--- src/rtl/div_unit.sv ---
// Iterative 32-bit integer divider (DIV/DIVU) with a fixed 33-cycle latency.
// Restoring radix-2 on magnitudes, sign fix-up and divide-by-zero override at the end.
module div_unit (
    input  logic        clk,
    input  logic        rst_n,
    input  logic        start,
    input  logic        is_signed,
    input  logic [31:0] dividend,
    input  logic [31:0] divisor,
    input  logic        flush,
    output logic        busy,
    output logic        done,
    output logic [31:0] q,
    output logic [31:0] r,
    output logic        div_by_zero
);

    typedef enum logic [1:0] {IDLE, BUSY, DONE} state_t;

    state_t      state, state_next;
    logic [5:0]  cnt;
    logic [32:0] rem;
    logic [31:0] quo;
    logic [31:0] div_mag;
    logic [31:0] raw_dividend;
    logic        neg_q, neg_r, zero_div;

    logic        accept, last_step;
    logic [31:0] dividend_mag, divisor_mag;
    logic [32:0] rem_shift, rem_step;
    logic [33:0] diff;
    logic [31:0] quo_step;
    logic [31:0] q_final, r_final;

    // Magnitudes are taken as unsigned so |0x80000000| is 2^31 rather than overflowing.
    assign dividend_mag = (is_signed && dividend[31]) ? (~dividend + 32'd1) : dividend;
    assign divisor_mag  = (is_signed && divisor[31])  ? (~divisor + 32'd1)  : divisor;

    assign accept    = start && !flush && (state != BUSY);
    assign last_step = (state == BUSY) && (cnt == 6'd31) && !flush;

    // One restoring step: shift in the next dividend bit, subtract if it fits.
    assign rem_shift = {rem[31:0], quo[31]};
    assign diff      = {1'b0, rem_shift} - {2'b00, div_mag};
    assign rem_step  = diff[33] ? rem_shift : diff[32:0];
    assign quo_step  = {quo[30:0], ~diff[33]};

    always_comb begin
        q_final = neg_q ? (~quo_step + 32'd1) : quo_step;
        r_final = neg_r ? (~rem_step[31:0] + 32'd1) : rem_step[31:0];
        if (zero_div) begin
            q_final = 32'hFFFF_FFFF;
            r_final = raw_dividend;
        end
    end

    // NOTE: every signal written in always_comb gets a default first, so no path
    // through the case can leave it unassigned and infer a latch.
    always_comb begin
        state_next = state;
        case (state)
            IDLE:    if (accept) state_next = BUSY;
            BUSY:    if (last_step) state_next = DONE;
            DONE:    state_next = accept ? BUSY : IDLE;
            default: state_next = IDLE;
        endcase
        if (flush) state_next = IDLE;
    end

    // NOTE: sequential state uses non-blocking assignments so every register
    // samples the pre-edge values, independent of statement order.
    always_ff @(posedge clk) begin
        if (!rst_n) begin
            state       <= IDLE;
            cnt         <= 6'd0;
            q           <= 32'd0;
            r           <= 32'd0;
            div_by_zero <= 1'b0;
        end else begin
            state <= state_next;
            if (accept)
                cnt <= 6'd0;
            else if (state == BUSY)
                cnt <= cnt + 6'd1;
            if (last_step) begin
                q           <= q_final;
                r           <= r_final;
                div_by_zero <= zero_div;
            end
        end
    end

    // NOTE: the working registers carry no reset; they are always loaded on
    // accept before the FSM can consume them.
    always_ff @(posedge clk) begin
        if (accept) begin
            rem          <= 33'd0;
            quo          <= dividend_mag;
            div_mag      <= divisor_mag;
            raw_dividend <= dividend;
            neg_q        <= is_signed && (dividend[31] ^ divisor[31]);
            neg_r        <= is_signed && dividend[31];
            zero_div     <= (divisor == 32'd0);
        end else if (state == BUSY) begin
            rem <= rem_step;
            quo <= quo_step;
        end
    end

    assign busy = (state == BUSY);
    assign done = (state == DONE);

endmodule

--- config.mk ---
export PLATFORM = sky130hd
export DESIGN_NAME = div_unit
export DESIGN_NICKNAME = d
export VERILOG_FILES = /design/src/rtl/div_unit.sv
export SDC_FILE = /design/constraint.sdc
export NUM_CORES = 1
export LEC_CHECK = 0
export ABC_AREA = 1
export CAP_MARGIN = 0
export CORE_ASPECT_RATIO = 0.7
export CORE_MARGIN = 2
export CORE_UTILIZATION = 25
export DETAILED_ROUTE_END_ITERATION = 6
export SLEW_MARGIN = 5
export SYNTH_ARGS = -nofsm -noshare
export SYNTH_HDL_FRONTEND = slang
export SYNTH_SLANG_ARGS = --single-unit
--- constraint.sdc ---
create_clock -name clk -period 10.4 [get_ports clk]
set_input_delay 2.08 -clock clk [delete_from_list [all_inputs] [get_ports clk]]
set_output_delay 2.08 -clock clk [all_outputs]
set_load 0.005 [all_outputs]
==> flow_summary.json <==
{
  "syn_to_final_growth_pct": 21.5,
  "p_per_area_nw_per_um2": 122,
  "fp.dieH_um": 199,
  "ys_seq_elements": 204,
  "post-route-util_pct": 30.7,
  "grt_pass1_vias": 12200,
  "nets": 2158,
  "muxShareOfSynthArea_pct": 0,
  "grt_pass1_wl_um": 66600,
  "layout_setup_ws_ns": 5.09,
  "cts_root_buffer": "clkbuf_16",
  "maxCapViolations": 0,
  "seqPwrFrac_pct": 44.4,
  "port_buffers": 135,
  "whs_path_depth": 2,
  "cp-end-kind": "flop",
  "p_leak_nw": 7.37,
  "ff2ff_setup_slack_ns": 5.09,
  "r2r_cells": 26,
  "wl_per_cell_um": 15.1,
  "status": "complete, no violations",
  "cts_setup_buffers": 0,
  "setup_violations": 0,
  "clkPwrFrac_pct": 43.1,
  "clkTransAtPathRegs_ns": 0.06,
  "cts_made_buffers": 25,
  "placed_cell_area_sq_um": 15600,
  "hp-start": "q[17]",
  "syn_nets": 2042,
  "netSwitchingFraction_pct": 26.0,
  "synth-xor-area-share_pct": 5.64,
  "pre_cts_ws_ns": 5.03,
  "routed_wl_um": 42400,
  "clkLatencyLatePin_ns": 0.54,
  "final_area_sq_um": 16400,
  "min_path_type": "reg -> reg",
  "rsz0062_at_grt": "no",
  "synth_top_family_by_area": "simple AND/OR/NAND/NOR gates",
  "critPathKind": "reg -> reg",
  "gp_congestion": 0.891,
  "critPathMaxFanout": 47,
  "first_pass_iters": 5,
  "cts_sinks": 204,
  "rows": 71,
  "hold_viol": 0,
  "grt_usage_pct": 14.9,
  "crit_path_max_incr_delay_ns": 0.66,
  "cts_tree": "built",
  "grt_overflow": 0,
  "start_util_pct": 25.2,
  "synth_compound_area_share_pct": 11.3,
  "min_period_over_period_pct": 51.1,
  "r2r-end": "q[28]",
  "die-area_sq_um": 56000,
  "grt_max_degree": 62,
  "cpMaxStageDelayCell": "nor4_1",
  "synth-edff-count": 99,
  "syn_inst": 1935,
  "skew_ns": 0.0186,
  "max_freq_mhz": 188,
  "synthAdderAreaFrac_pct": 3.57,
  "peakVddDrop_uv": 103,
  "antenna_found_initial": 2,
  "synth.avg_cell_area_sq_um": 6.99,
  "async_reset_ff_share_pct": 0,
  "fp.dieW_um": 282,
  "clk_path_buf_depth": 3,
  "worst_pin_slew_ns": 0.783,
  "synth-simple-area-share_pct": 31.0,
  "crit_required_ns": 10.88,
  "yosysWarnings": 0,
  "hpwl_um": 33300,
  "drv_slew": 0,
  "io_pins": 136,
  "h-tree-depth": 1,
  "drive_above_1_share_pct": 5.80,
  "cp.arrival_ns": 5.80,
  "r2r-start": "rem[18]",
  "yosys.cell_types.count": 54,
  "switchingPower_w": 0.000523,
  "min_to": "q[17]",
  "post_cts_resized": 0,
  "post-synth-top-area-fraction_pct": 22.0,
  "crit_top_cell": "nand2_1",
  "core_sq_um": 53600,
  "final_common_cell": "nand2_1",
  "p_comb_share_pct": 12.5,
  "timing.critical_path.from": "rem[18]",
  "start_kind": "flop",
  "synthTopCellsByArea": "edfxtp_1, dfxtp_1, nand2_1, inv_1, nand3_1",
  "fin_crit_ns": 5.31,
  "vias_per_cell": 4.60,
  "tns_ns": 0,
  "synth_top_area_cell": "edfxtp_1",
  "max-slew-margin-rel_pct": 47.3,
  "ys.flop_type": "dfxtp_1",
  "drtIter0Drc": 905,
  "final_cell_mix": "nand2_1, inv_1, nand3_1",
  "netlist_area_sq_um": 13500,
  "p_total_w": 0.00201,
  "num_vias": 12900,
  "power.internal_w": 0.00149,
  "ctsHoldBuffers": 0,
  "yosysSeqAreaShare_pct": 37.5,
  "drtAntennaViolNets": 0,
  "remaining_drc_errors": 0
}
==> cell type report <==
| type | instances | area [sq um] |
|---|---|---|
| diodes | 1 | 2.50 |
| repair buffers | 150 | 1460 |
| fillers | 5734 | 37100 |
| inverters | 312 | 1170 |
| clock buffers | 35 | 703 |
| well taps | 730 | 913 |
| multi-input cells | 1358 | 6980 |
| clock inverters | 11 | 114 |
| flip-flops and latches | 204 | 5070 |
==> through the flow <==
stage / instances / hold WS [ns]
2_1_floorplan: 1935 / 0.446
5_1_grt: 2800 / 0.475
3_3_place_gp: 2754 / 0.456
4_1_cts: 2800 / 0.467
6_report: 2801 / 0.464
3_5_place_dp: 2754 / 0.459
==> power groups by stage <==
stage | Combinational (W) | Sequential (W) | Clock [W]
CTS | 0.000251 | 0.000892 | 0.000887
finish | 0.000252 | 0.000892 | 0.000866
detailed placement | 0.000250 | 0.000909 | 0
global route | 0.000283 | 0.000895 | 0.000917
floorplan | 0.000163 | 0.000904 | 0
global placement | 0.000246 | 0.000909 | 0
==> kinds of logic (layout without fill, tap and decap cells) <==
kind of cell / count (synthesis) / count (layout)
and+or+nand+nor: 975 / 975
buffers and inverters: 373 / 508
AOI/OAI and AO/OA: 258 / 258
DFF: 204 / 204
xor gates and xnor gates: 87 / 87
adders and majority gates: 38 / 38
other: 0 / 1
==> cells in the mapped netlist, types with 2 or more instances <==
| master | instances |
|---|---|
| and2_1 | 3 |
| nor2_1 | 153 |
| buf_1 | 2 |
| edfxtp_1 | 99 |
| buf_6 | 4 |
| ha_1 | 37 |
| dfxtp_1 | 105 |
| buf_2 | 8 |
| nor3b_1 | 4 |
| nand4_1 | 22 |
| xor2_1 | 55 |
| inv_2 | 11 |
| nor4_1 | 11 |
| inv_1 | 296 |
| nand2_4 | 2 |
| buf_8 | 2 |
| nand2_2 | 14 |
| or2_2 | 6 |
| clkinv_1 | 4 |
| o21bai_1 | 2 |
| nor3_1 | 27 |
| o221ai_1 | 15 |
| o211ai_1 | 13 |
| a21oi_1 | 56 |
| o21ai_0 | 102 |
| clkbuf_1 | 44 |
| nand2_1 | 529 |
| a31oi_1 | 25 |
| nor2_2 | 14 |
| nand3b_1 | 5 |
| o21ai_1 | 6 |
| a21oi_2 | 2 |
| o31ai_1 | 5 |
| o22ai_1 | 16 |
| or2_1 | 2 |
| a32oi_1 | 2 |
| o21ai_2 | 6 |
| nand3_1 | 176 |
| xnor2_1 | 32 |
| nand3_2 | 4 |
==> routing by layer <==
layer	global-route usage (%)	wire, um	part of all wire (%)	vias up
met5	0	12	0.028	-
met4	2.90	668	1.6	2
li1	-	-	-	6537
met2	23.9	18700	44	337
met1	21.2	20400	48	5962
met3	2.27	2630	6.2	44
==> how the worst max path moves through the flow <==
stage	to	depth (start not counted)
4_1_cts	q[28]	26
3_3_place_gp	div_mag[30]	15
5_1_grt	q[28]	28
2_1_floorplan	quo[10]	7
3_5_place_dp	quo[0]	10
6_report	q[28]	26
==> sequential cells by signal (all words and copies together) (netlist names) <==
name          flops
q                32
cnt               6
raw_dividend     32
zero_div          1
div_mag          32
neg_q             1
state             2
quo              32
r                32
div_by_zero       1
neg_r             1
rem              32
==> critical path: cells and delay by family (launching register included) <==
kind,cells,cell delay [ns]
buffers and inverters,6,0.90
AO/OA/AOI/OAI,6,0.77
adder cells (fa/ha/maj),2,0.62
AND/OR/NAND/NOR,12,2.58
flip-flops,1,0.35
(Power assumes the default switching activity.)
